File: config.mk
export PLATFORM = sky130hd
export DESIGN_NAME = uart_ctrl
export DESIGN_NICKNAME = d
export VERILOG_FILES = /design/src/rtl/uart_ctrl.sv
export SDC_FILE = /design/constraint.sdc
export NUM_CORES = 1
export LEC_CHECK = 0
export CAP_MARGIN = 20
export CORE_UTILIZATION = 30
export CTS_CLUSTER_SIZE = 14
export DETAILED_ROUTE_END_ITERATION = 10
export PLACE_DENSITY_LB_ADDON = 0.08
export SLEW_MARGIN = 20
export SYNTH_ARGS = -nofsm -noshare
export SYNTH_HDL_FRONTEND = slang
export SYNTH_SLANG_ARGS = --single-unit
File: constraint.sdc
create_clock -name CLK_I -period 2.7 [get_ports CLK_I]
set_clock_uncertainty 0.1 [all_clocks]
set_input_delay 0.27 -clock CLK_I [delete_from_list [all_inputs] [get_ports CLK_I]]
set_output_delay 0.27 -clock CLK_I [all_outputs]
set_load 0.05 [all_outputs]
File: src/rtl/uart_ctrl.sv
// uart_ctrl: Wishbone master that configures a UART slave, then bridges its tx/rx FIFOs to byte streams.
module uart_ctrl #(
    parameter int CLOCK_FREQ_HZ  = 10000000,
    parameter int BAUD_RATE      = 115200,
    parameter int TIMEOUT_CYCLES = 255
) (
    input  logic        CLK_I,
    input  logic        RST_I,
    output logic        CYC_O,
    output logic        STB_O,
    output logic        WE_O,
    output logic [2:0]  ADR_O,
    output logic [31:0] DAT_O,
    input  logic [31:0] DAT_I,
    input  logic        ACK_I,
    input  logic        tx_valid,
    input  logic [7:0]  tx_byte,
    output logic        tx_ready,
    output logic        rx_valid,
    output logic [7:0]  rx_byte,
    input  logic        rx_ready,
    output logic        init_done,
    output logic        bus_err
);
    localparam int DIV_FULL = CLOCK_FREQ_HZ / BAUD_RATE - 1;
    localparam logic [15:0] DIV = 16'(DIV_FULL);
    localparam logic [7:0] TO_LAST = 8'(TIMEOUT_CYCLES - 1);
    typedef enum logic [2:0] {INIT_DIV, INIT_TX, INIT_RX, IDLE, TX_CHECK, TX_WRITE, RX_READ, GAP} state_t;
    state_t state, nxt;
    logic last_rx, pick_tx, req_we, unused;
    logic [2:0] req_adr;
    logic [31:0] req_dat;
    logic [7:0] cnt;
    // an RX request exists whenever the rx slot is empty; last_rx breaks ties round-robin
    assign pick_tx = tx_valid && (rx_valid || last_rx);
    assign tx_ready = STB_O && ACK_I && state == TX_WRITE;
    assign unused = ^DAT_I[30:8];
    always_comb begin
        req_adr = 3'd0;
        req_we = 1'b0;
        req_dat = '0;
        case (state)
            INIT_DIV: begin
                req_adr = 3'd6;
                req_we = 1'b1;
                req_dat = {16'd0, DIV};
            end
            INIT_TX: begin
                req_adr = 3'd2;
                req_we = 1'b1;
                req_dat = 32'd1;
            end
            INIT_RX: begin
                req_adr = 3'd3;
                req_we = 1'b1;
                req_dat = 32'd1;
            end
            TX_WRITE: begin
                req_we = 1'b1;
                req_dat = {24'd0, tx_byte};
            end
            RX_READ: req_adr = 3'd1;
            default: ;
        endcase
    end
    // bus states spend one cycle presenting the request (capturing tx_byte), then hold it until ACK or timeout
    always_ff @(posedge CLK_I or posedge RST_I) begin
        if (RST_I) begin
            state <= INIT_DIV;
            nxt <= INIT_DIV;
            last_rx <= 1'b1;
            cnt <= '0;
            CYC_O <= 1'b0;
            STB_O <= 1'b0;
            WE_O <= 1'b0;
            ADR_O <= '0;
            DAT_O <= '0;
            rx_valid <= 1'b0;
            rx_byte <= '0;
            init_done <= 1'b0;
            bus_err <= 1'b0;
        end else begin
            if (rx_valid && rx_ready)
                rx_valid <= 1'b0;
            case (state)
                IDLE: if (tx_valid || !rx_valid) begin
                    state <= pick_tx ? TX_CHECK : RX_READ;
                    last_rx <= !pick_tx;
                end
                GAP: state <= nxt;
                default:
                    if (!STB_O) begin
                        CYC_O <= 1'b1;
                        STB_O <= 1'b1;
                        WE_O <= req_we;
                        ADR_O <= req_adr;
                        DAT_O <= req_dat;
                        cnt <= '0;
                    end else if (ACK_I || cnt == TO_LAST) begin
                        CYC_O <= 1'b0;
                        STB_O <= 1'b0;
                        state <= GAP;
                        nxt <= IDLE;
                        if (!ACK_I) begin
                            bus_err <= 1'b1;
                            if (!init_done)
                                nxt <= state;
                        end else
                            case (state)
                                INIT_DIV: nxt <= INIT_TX;
                                INIT_TX:  nxt <= INIT_RX;
                                INIT_RX:  init_done <= 1'b1;
                                TX_CHECK: if (!DAT_I[31]) nxt <= TX_WRITE;
                                RX_READ:  if (!DAT_I[31]) begin
                                    rx_byte <= DAT_I[7:0];
                                    rx_valid <= 1'b1;
                                end
                                default: ;
                            endcase
                    end else
                        cnt <= cnt + 8'd1;
            endcase
        end
    end
endmodule

## After elaboration in Yosys (flattened, before gate mapping)

Index checks and enable logic that the tools add are counted.

- Memory bits (writable): 0
- Register bits after elaboration: 64
- ROM bits: 0
- Memories kept: 0
- Output and inout port bits: 50
- Logic and storage cells: 78
- Input bits: 45
- Latch bits: 0

- $add $sub $neg: 1
- $lt $le $gt $ge: 0
- Bitwise operators: 4
- Reduce and logical (&&, ||, !) cells: 24
- Equality and inequality tests: 11
- Multiplexer cells: 25
- Div/mod/pow operators: 0
- Shift operators: 0
- $mul: 0

Operator list:

| kind | count |
|---|---|
| one-hot mux 8 bit (3 select lines) | 1 |
| two-way mux 3 bit | 6 |
| two-way mux 8 bit | 2 |
| == test 3 bit (second input constant) | 4 |
| two-way mux 1 bit | 12 |
| one-hot mux 3 bit (4 select lines) | 1 |
| one-hot mux 3 bit (3 select lines) | 1 |
| adder 8 x 1 -> 8 bit (second input constant) | 1 |
| == test 8 bit (second input constant) | 1 |
| AND reduction 2 bit | 4 |
| == test 3 x 2 -> 1 bit (second input constant) | 2 |
| one-hot mux 3 bit (2 select lines) | 1 |
| AND reduction 3 bit | 2 |
| AND reduction 6 bit | 1 |
| nonzero test 3 bit | 2 |
| AND reduction 5 bit | 1 |
| logical AND 1 bit | 4 |
| inequality test 2 bit (second input constant) | 2 |
| inverter 1 bit | 4 |
| AND reduction 4 bit | 1 |
| OR reduction 2 bit | 2 |
| OR reduction 4 bit | 1 |
| == test 3 x 1 -> 1 bit (second input constant) | 1 |
| zero test 3 bit | 1 |
| other kinds (4) | 7 |

## Logic depth before layout (Yosys ltp)

- Depth in word-level cells: 8
- Gate-level depth with buffers: 7

## Worst setup path after synthesis

OpenSTA, ideal clock, no wires.

- Path type: register -> output
- From: register STB_O
- To: output tx_ready
- Setup slack: 0.841 ns
- Cell stages (with the launch flop): 3
- Buffers on the path: 1
- Data arrival time: 1.489 ns
- Data required time: 2.330 ns
- Cells stage by stage: dfrtp_1 clkbuf_1 and4b_1

- Cells in the longest elaborated chain, start to end: 2

Ends and longest elaborated chain:

| item | line | RTL |
|---|---|---|
| start: declaration | 10 | `output logic STB_O,` |
| start signal: assignment | 74 | `STB_O <= 1'b0;` |
| start signal: assignment | 94 | `STB_O <= 1'b1;` |
| start signal: assignment | 101 | `STB_O <= 1'b0;` |
| logical AND 1 bit (2 in series) | 36 | `assign tx_ready = STB_O && ACK_I && state == TX_WRITE;` |
| end: declaration | 18 | `output logic tx_ready,` |

Every way passes these cells.

## Worst setup path after layout

- From: register STB_O
- To: output STB_O

No word-level cell between the ends.

==> results.py <==
metrics = {
    "status": {
        "status": "completed",
    },
    "worst_setup_path": {
        "path_max_fanout": 12,
        "critPathMaxStageDelay_ps": 900,
        "critical_path_buf_inv_count": 1,
        "cp_data_arrival_time_ps": 1800,
        "path_class": "register to primary output",
        "cp_top_family": "buffers and inverters",
        "cpMaxStageDelayCell": "clkdlybuf4s50_1",
        "cp_cell_sequence": "clkdlybuf4s50_1",
        "worst_setup_path_start_kind": "register",
        "crit_required_ps": 2330,
        "critical_path.endpoint_type": "primary output",
    },
    "sta": {
        "final_hold_viol_count": 0,
        "fin_crit_sh": 0.805,
        "whs_ps": 293,
        "tns_ps": 0,
        "finalSetupViolCount": 0,
        "slew_viol_final": 0,
        "setup_ws_ps": 527,
        "rsz0062_at_grt": "false",
        "worstMarginPinSlew_ps": 533,
        "fmax_ghz": 0.460,
        "fin_crit_ps": 2170,
        "slew_headroom": 0.645,
    },
    "cells_and_area": {
        "stdcell_area_mm2": 0.00265,
        "nets": 303,
        "diodes": 0,
        "area.growth.synth_to_final_pct": 26.8,
        "drive_gt1_frac": 0.121,
        "fin_util": 0.391,
    },
    "placed_design": {
        "numPortBuffers": 47,
        "dp_slack_ps": 575,
        "dp_hpwl_um": 3170,
        "routabilityCongestion": 0.764,
        "postPlaceCellArea_mm2": 0.00255,
    },
    "clock_network": {
        "cts_max_level": 2,
        "clock_latency_ps": 300,
        "cts.path.max_buffers": 2,
        "postCtsSetupBuffers": 0,
        "clock-sinks": 40,
        "ctsResizeCount": 0,
        "cts_hold_buf": 0,
        "cts_tree": "done",
        "clk_pin_slew_ps": 90,
        "cts_root_buffer": "clkbuf_8",
        "numCtsBuffers": 5,
    },
    "synth": {
        "avgSynthCellArea_um2": 10.0,
        "yosys_warnings": 0,
        "yosysUniqueCellTypes": 47,
        "syn_inst": 208,
        "yosys-top-cells-area": "dfrtp_1 (47%), buf_4 (9.0%), mux2_2 (4.9%)",
        "synth_area_mm2": 0.00209,
        "synth_edf_count": 0,
        "synthFlopType": "dfrtp_1",
        "synth_top_cell_by_area": "dfrtp_1",
        "netlist.area_leader.share": 0.468,
        "synthArstFlopShare": 1.00,
        "ys_seq_elements": 40,
        "yosysSeqAreaShare": 0.481,
    },
    "floorplan": {
        "initial_utilization": 0.309,
        "num_rows": 30,
        "die_h_um": 85.4,
        "die_area_mm2": 0.00729,
        "core_area_mm2": 0.00676,
        "die_w_um": 85.4,
        "ios": 95,
    },
    "routing": {
        "drt_pass1_iterations": 4,
        "drt-initial-drc-count": 83,
        "via_per_inst": 4.77,
        "drc": 0,
        "wire_per_inst_um": 13.8,
        "postRouteAntennaNets": 0,
        "via_count": 1607,
        "wirelength_um": 4650,
    },
    "grt": {
        "antenna_found_initial": 0,
        "gr-usage-met3": 0.0340,
        "met2_usage": 0.206,
        "use_met1": 0.183,
        "grt_first_pass_wirelength_um": 7540,
        "busiest_layer": "met2",
        "grt_pass1_vias": 1427,
        "grt_overflow": 0,
        "grt_usage": 0.134,
        "grt_start_max_net_pins": 41,
    },
    "pwr": {
        "p_per_area_mw_per_mm2": 1190,
        "ir_worst_vdd_uv": 554,
        "leakagePower_nw": 1.12,
    },
    "flow_run": {
        "maxCapViolCount": 0,
    },
    "hold_path": {
        "min_path_type": "primary input to async pin",
    },
}
## synth_stat cells (2+ instances only)
master,count
a32o_1,3
o211ai_1,3
o21ai_0,9
nor3_1,3
ha_1,2
inv_1,5
nand4b_1,2
mux2i_1,3
a21oi_1,8
nor4b_1,3
o21bai_1,2
nand3b_1,2
nand2b_1,3
and2_1,3
a31oi_1,5
nor2_1,19
a32oi_1,2
nor2b_1,2
buf_4,25
clkbuf_1,8
dfrtp_1,39
nand2_1,18
mux2_2,9
nand3_1,7
## layout make-up
cell class	count	area (um2)
clock buffers	6	82.6
clock inverters	2	10.0
fillers	696	4110
inverters	5	18.8
multi-input cells	151	918
flip-flops and latches	40	1000
well taps	80	100
repair buffers	53	513
## stage by stage
| step | total power, W | instances |
|---|---|---|
| 2_1_floorplan | 0.00225 | 231 |
| 5_1_grt | 0.00336 | 337 |
| 6_report | 0.00315 | 337 |
| 3_3_place_gp | 0.00274 | 329 |
| 3_5_place_dp | 0.00275 | 329 |
| 4_1_cts | 0.00319 | 337 |
## kinds of logic (layout without fill, tap and decap cells)
kind of cell    count (synthesis)  after routing  share of synthesized area
compound gates                 42             42                      0.139
fa+ha+maj                       2              2                     0.0120
buf+inv                        40             66                      0.121
flops                          40             40                      0.481
mux                            12             12                     0.0630
other cells                     1             24                    0.00180
simple gates                   71             71                      0.184
## path summary, 6_finish.rpt
path                                       from  slack [ps]                endpoint  depth (start not counted)
max                           STB_O$_DFFE_PP0N_         530                   STB_O                          1
min                                       RST_I         290  rx_byte[7]$_DFFE_PP0P_                          3
max reg2reg                  cnt[0]$_DFFE_PP0P_         580      nxt[0]$_DFFE_PP0P_                          6
min reg2reg                DAT_O[6]$_DFFE_PP0P_         390    DAT_O[6]$_DFFE_PP0P_                          2
max in group asynchronous                 RST_I        1820     last_rx$_DFFE_PP1P_                          3
min in group CLK_I         DAT_O[6]$_DFFE_PP0P_         390    DAT_O[6]$_DFFE_PP0P_                          2
## routing by layer
metal / routed length (um) / vias up / share of wire
li1: - / 776 / -
met1: 2240 / 777 / 0.48
met2: 2160 / 48 / 0.47
met3: 174 / 6 / 0.037
met4: 65 / 0 / 0.014
met5: 0 / - / 0
## layout by cell type, fill, tap and decap left out, types with 3 or more instances in the layout
cell,instances
nor2_1,19
conb_1,24
mux2i_1,3
o21ai_0,9
nand3_1,7
a21oi_1,8
inv_1,5
a32o_1,3
nand2_1,18
o211ai_1,3
clkdlybuf4s50_1,46
nor3_1,3
dfrtp_1,39
buf_4,7
nor4b_1,3
and2_1,3
nand2b_1,3
mux2_2,9
a31oi_1,5
clkbuf_8,6
## power by group
group | internal (W) | switching, W
combinational | 0.000587 | 0.00108
clock | 0.000204 | 0.000225
sequential | 0.000828 | 0.000234
## sequential cells by signal, summed over array words and instances, names as in the netlist
name,cells
WE_O,1
bus_err,1
STB_O,1
nxt,3
ADR_O,3
init_done,1
rx_valid,1
cnt,8
DAT_O,8
state,3
last_rx,1
rx_byte,8
CYC_O,1
Note: power is estimated with default switching activity, not from simulation.
